### src/rtl/fp_dot_acc.sv
// Sequential floating-point dot-product accumulator: one operand pair per 3 cycles, VLEN pairs per result.
// Optional sticky abnormal-operand flag output `abn` is enabled by defining FP_DOT_ACC_ABN_FLAG_EN.
module fp_dot_acc #(
    parameter int NX   = 8,
    parameter int NM   = 23,
    parameter int VLEN = 4
) (
    input  logic             clk,
    input  logic             rst,
    input  logic             in_valid,
    output logic             in_ready,
    input  logic [NX+NM:0]   a,
    input  logic [NX+NM:0]   b,
    output logic             out_valid,
    input  logic             out_ready,
    output logic [NX+NM:0]   res
`ifdef FP_DOT_ACC_ABN_FLAG_EN
    ,
    output logic             abn
`endif
);
    localparam int N  = NX + NM + 1;
    localparam int CW = $clog2(VLEN) + 1;
    localparam logic [CW-1:0]        LAST   = CW'(VLEN - 1);
    localparam logic [NX-1:0]        EMAX   = '1;
    localparam logic signed [NX+1:0] BIAS   = (NX+2)'((1 << (NX - 1)) - 1);
    localparam logic signed [NX+1:0] EMAX_S = (NX+2)'((1 << NX) - 1);
    localparam logic signed [NX+1:0] E_ONE  = 1;
    localparam logic signed [NX+1:0] E_ZERO = 0;

    // Handshakes: a pair transfers on a rising edge with in_valid && in_ready;
    // a result transfers on a rising edge with out_valid && out_ready.
    typedef enum logic [1:0] {S_LOAD, S_MUL, S_ACC, S_OUT} state_t;

    state_t        state;
    logic [CW-1:0] count;
    logic [N-1:0]  a_r, b_r, prod, acc;

    // Truncating multiply; an all-ones exponent operand is passed through, zero exponent gives signed zero.
    function automatic logic [N-1:0] fp_mul(input logic [N-1:0] x, input logic [N-1:0] y);
        logic                s;
        logic [2*NM+1:0]     p;
        logic signed [NX+1:0] e;
        logic [NM-1:0]       m;
        s = x[N-1] ^ y[N-1];
        if (x[N-2:NM] == EMAX) return x;
        if (y[N-2:NM] == EMAX) return y;
        if (x[N-2:NM] == '0 || y[N-2:NM] == '0) return {s, {(N-1){1'b0}}};
        p = {{(NM+1){1'b0}}, 1'b1, x[NM-1:0]} * {{(NM+1){1'b0}}, 1'b1, y[NM-1:0]};
        e = $signed({2'b00, x[N-2:NM]}) + $signed({2'b00, y[N-2:NM]}) - BIAS;
        if (p[2*NM+1]) begin
            e = e + E_ONE;
            m = p[2*NM:NM+1];
        end else begin
            m = p[2*NM-1:NM];
        end
        if (e >= EMAX_S) return {s, EMAX, {NM{1'b0}}};
        if (e <= E_ZERO) return {s, {(N-1){1'b0}}};
        return {s, e[NX-1:0], m};
    endfunction

    // Truncating add: align the smaller magnitude, add/subtract, renormalise.
    function automatic logic [N-1:0] fp_add(input logic [N-1:0] x_in, input logic [N-1:0] y_in);
        logic [N-1:0]         x, y;
        logic [NM+1:0]        mx, my, sum;
        logic [NX-1:0]        d;
        logic signed [NX+1:0] e;
        int                   lz;
        if (x_in[N-2:NM] == EMAX) return x_in;
        if (y_in[N-2:NM] == EMAX) return y_in;
        if (x_in[N-2:NM] == '0) return y_in;
        if (y_in[N-2:NM] == '0) return x_in;
        if (x_in[N-2:0] >= y_in[N-2:0]) begin
            x = x_in;
            y = y_in;
        end else begin
            x = y_in;
            y = x_in;
        end
        d  = x[N-2:NM] - y[N-2:NM];
        mx = {2'b01, x[NM-1:0]};
        my = {2'b01, y[NM-1:0]};
        my = (int'(d) > NM + 1) ? '0 : (my >> d);
        e  = $signed({2'b00, x[N-2:NM]});
        if (x[N-1] == y[N-1]) begin
            sum = mx + my;
            if (sum[NM+1]) begin
                sum = sum >> 1;
                e   = e + E_ONE;
            end
        end else begin
            sum = mx - my;
            if (sum == '0) return '0;
            lz = 0;
            for (int i = 0; i <= NM; i++)
                if (sum[i]) lz = NM - i;
            sum = sum << lz;
            e   = e - (NX+2)'(lz);
        end
        if (e >= EMAX_S) return {x[N-1], EMAX, {NM{1'b0}}};
        if (e <= E_ZERO) return {x[N-1], {(N-1){1'b0}}};
        return {x[N-1], e[NX-1:0], sum[NM-1:0]};
    endfunction

    assign in_ready = (state == S_LOAD);
    assign res      = acc;

    always_ff @(posedge clk or posedge rst) begin
        if (rst) begin
            state     <= S_LOAD;
            count     <= '0;
            a_r       <= '0;
            b_r       <= '0;
            prod      <= '0;
            acc       <= '0;
            out_valid <= 1'b0;
        end else begin
            case (state)
                S_LOAD: begin
                    if (in_valid) begin
                        a_r   <= a;
                        b_r   <= b;
                        state <= S_MUL;
                    end
                end
                S_MUL: begin
                    prod  <= fp_mul(a_r, b_r);
                    state <= S_ACC;
                end
                S_ACC: begin
                    // First product of a vector loads directly so a -0 product is not lost to 0 + x.
                    acc <= (count == '0) ? prod : fp_add(acc, prod);
                    if (count == LAST) begin
                        count     <= '0;
                        state     <= S_OUT;
                        out_valid <= 1'b1;
                    end else begin
                        count <= count + 1'b1;
                        state <= S_LOAD;
                    end
                end
                S_OUT: begin
                    if (out_ready) begin
                        acc       <= '0;
                        out_valid <= 1'b0;
                        state     <= S_LOAD;
                    end
                end
                default: state <= S_LOAD;
            endcase
        end
    end

`ifdef FP_DOT_ACC_ABN_FLAG_EN
    always_ff @(posedge clk or posedge rst) begin
        if (rst)
            abn <= 1'b0;
        else if (state == S_LOAD && in_valid && (a[N-2:NM] == EMAX || b[N-2:NM] == EMAX))
            abn <= 1'b1;
        else if (state == S_OUT && out_ready)
            abn <= 1'b0;
    end
`endif

endmodule

### config.mk
export PLATFORM = sky130hd
export DESIGN_NAME = fp_dot_acc
export DESIGN_NICKNAME = d
export VERILOG_FILES = /design/src/rtl/fp_dot_acc.sv
export SDC_FILE = /design/constraint.sdc
export NUM_CORES = 2
export LEC_CHECK = 0
export BUFFER_PORTS_ARGS = -buffer_cell sky130_fd_sc_hd__buf_4
export CORE_ASPECT_RATIO = 0.5
export CORE_MARGIN = 1
export CORE_UTILIZATION = 50
export CTS_CLUSTER_DIAMETER = 40
export CTS_CLUSTER_SIZE = 20
export DETAILED_ROUTE_END_ITERATION = 7
export PLACE_DENSITY = 0.67
export SYNTH_ARGS = -nofsm -noshare
export SYNTH_HDL_FRONTEND = slang
export SYNTH_SLANG_ARGS = --single-unit
### constraint.sdc
create_clock -name clk -period 18.6 [get_ports clk]
set_clock_uncertainty 0.05 [all_clocks]
set_input_delay 3.72 -clock clk [delete_from_list [all_inputs] [get_ports clk]]
set_output_delay 3.72 -clock clk [all_outputs]
set_load 0.02 [all_outputs]
==> impl_metrics.json <==
{
  "syn_inst": 3911,
  "syn-num-nets": 4736,
  "final_max_slew_viol_count": 0,
  "ys_types": 92,
  "synth_edf_count": 0,
  "cts_htree_levels": 4,
  "yosys_most_used_dff": "dfrtp_1",
  "fp.dieW_um": 363,
  "synth.cell_area_mm2": 0.0326,
  "clockBufferDepth": 2,
  "cp_top_family": "compound AO/OA/AOI/OAI gates",
  "r2r_cells": 37,
  "clk_pin_slew_worst_paths_ns": 0.07,
  "cp-start-kind": "flop",
  "critPathArrivalTime_ns": 14.39,
  "insertion_delay_ns": 0.45,
  "core_mm2": 0.0638,
  "nets": 4717,
  "r2r_end": "res[14]",
  "synth_seq_cells": 134,
  "die_h_um": 183,
  "fmax_mhz": 70.9,
  "ioPinCount": 102,
  "worst_pin_slew_ns": 1.06,
  "hold_viol_final": 0,
  "yosysWarnings": 0,
  "relSlewSlack_pct": 27.2,
  "grt_max_degree": 80,
  "timing.final.crit_share_pct": 75.8,
  "synthTopCellsByArea": "fa_1 30%, ha_1 10%, dfrtp_1 10%",
  "ant_nets": 0,
  "drt_pass1_iterations": 6,
  "avgSynthCellArea_um2": 8.34,
  "antenna_found_initial": 0,
  "worstHoldPathCells": 1,
  "synth_most_common_cell": "inv_1",
  "cts_resized": 0,
  "holdPathEnd": "b_r[11]",
  "numPortBuffers": 101,
  "reg2reg_slack_ns": 4.50,
  "holdCritStartpoint": "b_r[11]",
  "crit_path_max_fanout": 27,
  "layout-drive-gt1-share_pct": 7.81,
  "drtIter0Drc": 2626,
  "cp_slowest_cell": "a2111oi_0",
  "rsz0062_at_grt": "no",
  "area_delta_synth_final_pct": 6.81,
  "seq_area_frac_synth_pct": 10.3,
  "post_drt_via_cell_ratio": 5.93,
  "setup_violations": 0,
  "wl_um": 105000,
  "hold_class": "flop to flop",
  "drc_errors": 0,
  "wl_per_cell_um": 21.9,
  "crit_buf_inv": 2,
  "die_area_mm2": 0.0663,
  "synth_top_area_share_pct": 29.8,
  "grtUsageTotal_pct": 32.5,
  "required_ns": 18.89,
  "start_util_pct": 51.1,
  "antenna_cells": 0,
  "grt_pass1_wl_um": 167000,
  "worstSetupPathType": "flop to flop",
  "worstSetupEndpointType": "flop",
  "cts_tree": "done",
  "cts_buffers": 17,
  "cts_hold_buf": 0,
  "yosysTopAreaCell": "fa_1",
  "r2r-start": "prod[23]",
  "clock-sinks": 134,
  "place.gp.congestion": 0.987,
  "fillerInstances": 5972,
  "num_vias": 28300,
  "cts-root-buf": "clkbuf_16",
  "status": "completed",
  "rows": 65,
  "grt_pass1_vias": 29000,
  "crit_start": "prod[23]",
  "dp_hpwl_um": 80800,
  "finalSetupTns_ns": 0,
  "post-cts-setup-buffer-count": 0,
  "min_period_ns": 14.10,
  "async_flop_share_pct": 100,
  "max_stage_delay_ns": 0.97,
  "final_util_pct": 54.6,
  "grt_overflow": 0,
  "cap_violations": 0,
  "crit_top_cell": "a21oi_1",
  "synth_common_cells": "648 x inv_1, 537 x nand2_1, 485 x fa_1"
}
## worst reg2reg max path: cells and delay by family, from the launching register on
family / cells / cell delay, ns
flops: 1 / 0.41
fa+ha+maj: 4 / 2.09
mux: 1 / 0.61
compound gates: 17 / 6.04
buf+inv: 2 / 0.68
simple gates: 13 / 4.12
## sequential cells by signal, indices dropped and copies added, names as in the netlist
register   flops
prod          32
count          3
b_r           32
state          2
a_r           32
out_valid      1
res           32
## per-stage QoR
stage	hold slack (ns)	worst slack, ns	cells	cell area [µm²]
floorplan	0.447	7.13	3911	32600
global placement	0.443	5.15	4744	34200
detailed placement	0.456	4.94	4744	34200
CTS	0.472	4.81	4774	34800
global route	0.482	3.50	4774	34800
finish	0.468	4.50	4774	34800
## layer usage
| layer | track usage [%] | part of all wire, % | vias to the layer above |
|---|---|---|---|
| li1 | - | - | 12700 |
| met1 | 44.9 | 44 | 14200 |
| met2 | 52.3 | 45 | 1231 |
| met3 | 4.72 | 7.7 | 205 |
| met4 | 10.9 | 3.3 | 0 |
| met5 | 0 | 0 | - |
## kinds of logic (layout without fill, tap and decap cells)
logic type	Yosys count	after routing	share of synthesized area [%]
buf+inv	857	849	9.95
simple gates	1236	1236	18.0
xor+xnor	75	75	2.01
compound gates	675	675	13.8
flops	134	134	10.3
fa+ha+maj	757	757	40.2
mux	177	177	5.73
## layout make-up
type	instances	area, µm²	share of cell area, %
multi-input cells	2920	26100	74.9
flip-flops and latches	134	3350	9.63
inverters	652	2450	7.04
repair buffers	167	1250	3.60
well taps	871	1090	3.13
clock buffers	19	453	1.30
clock inverters	11	151	0.435
## layout by cell type (no fill, tap or decap), types with 30 or more instances in the layout
cell type,n
dfrtp_1,134
o22ai_1,31
mux2_2,59
ha_1,272
fa_1,485
a221oi_1,32
nor2_1,180
buf_4,167
a22oi_1,30
nand3_1,59
inv_1,647
mux2i_1,115
nand2_1,537
nor3_1,56
and2_1,230
xnor2_1,57
o21ai_0,150
a21oi_1,137
a211oi_1,45
## worst max path at each step
stage	slack (ns)	to	cells past startpoint
2_1_floorplan	7.13	res[1]	46
3_3_place_gp	5.15	res[14]	39
3_5_place_dp	4.94	res[14]	38
4_1_cts	4.81	res[14]	39
5_1_grt	3.50	res[14]	38
6_report	4.50	res[14]	37
Power is not shown: default switching activity piles up to over one toggle a cycle in this logic, so the estimate is an artifact.
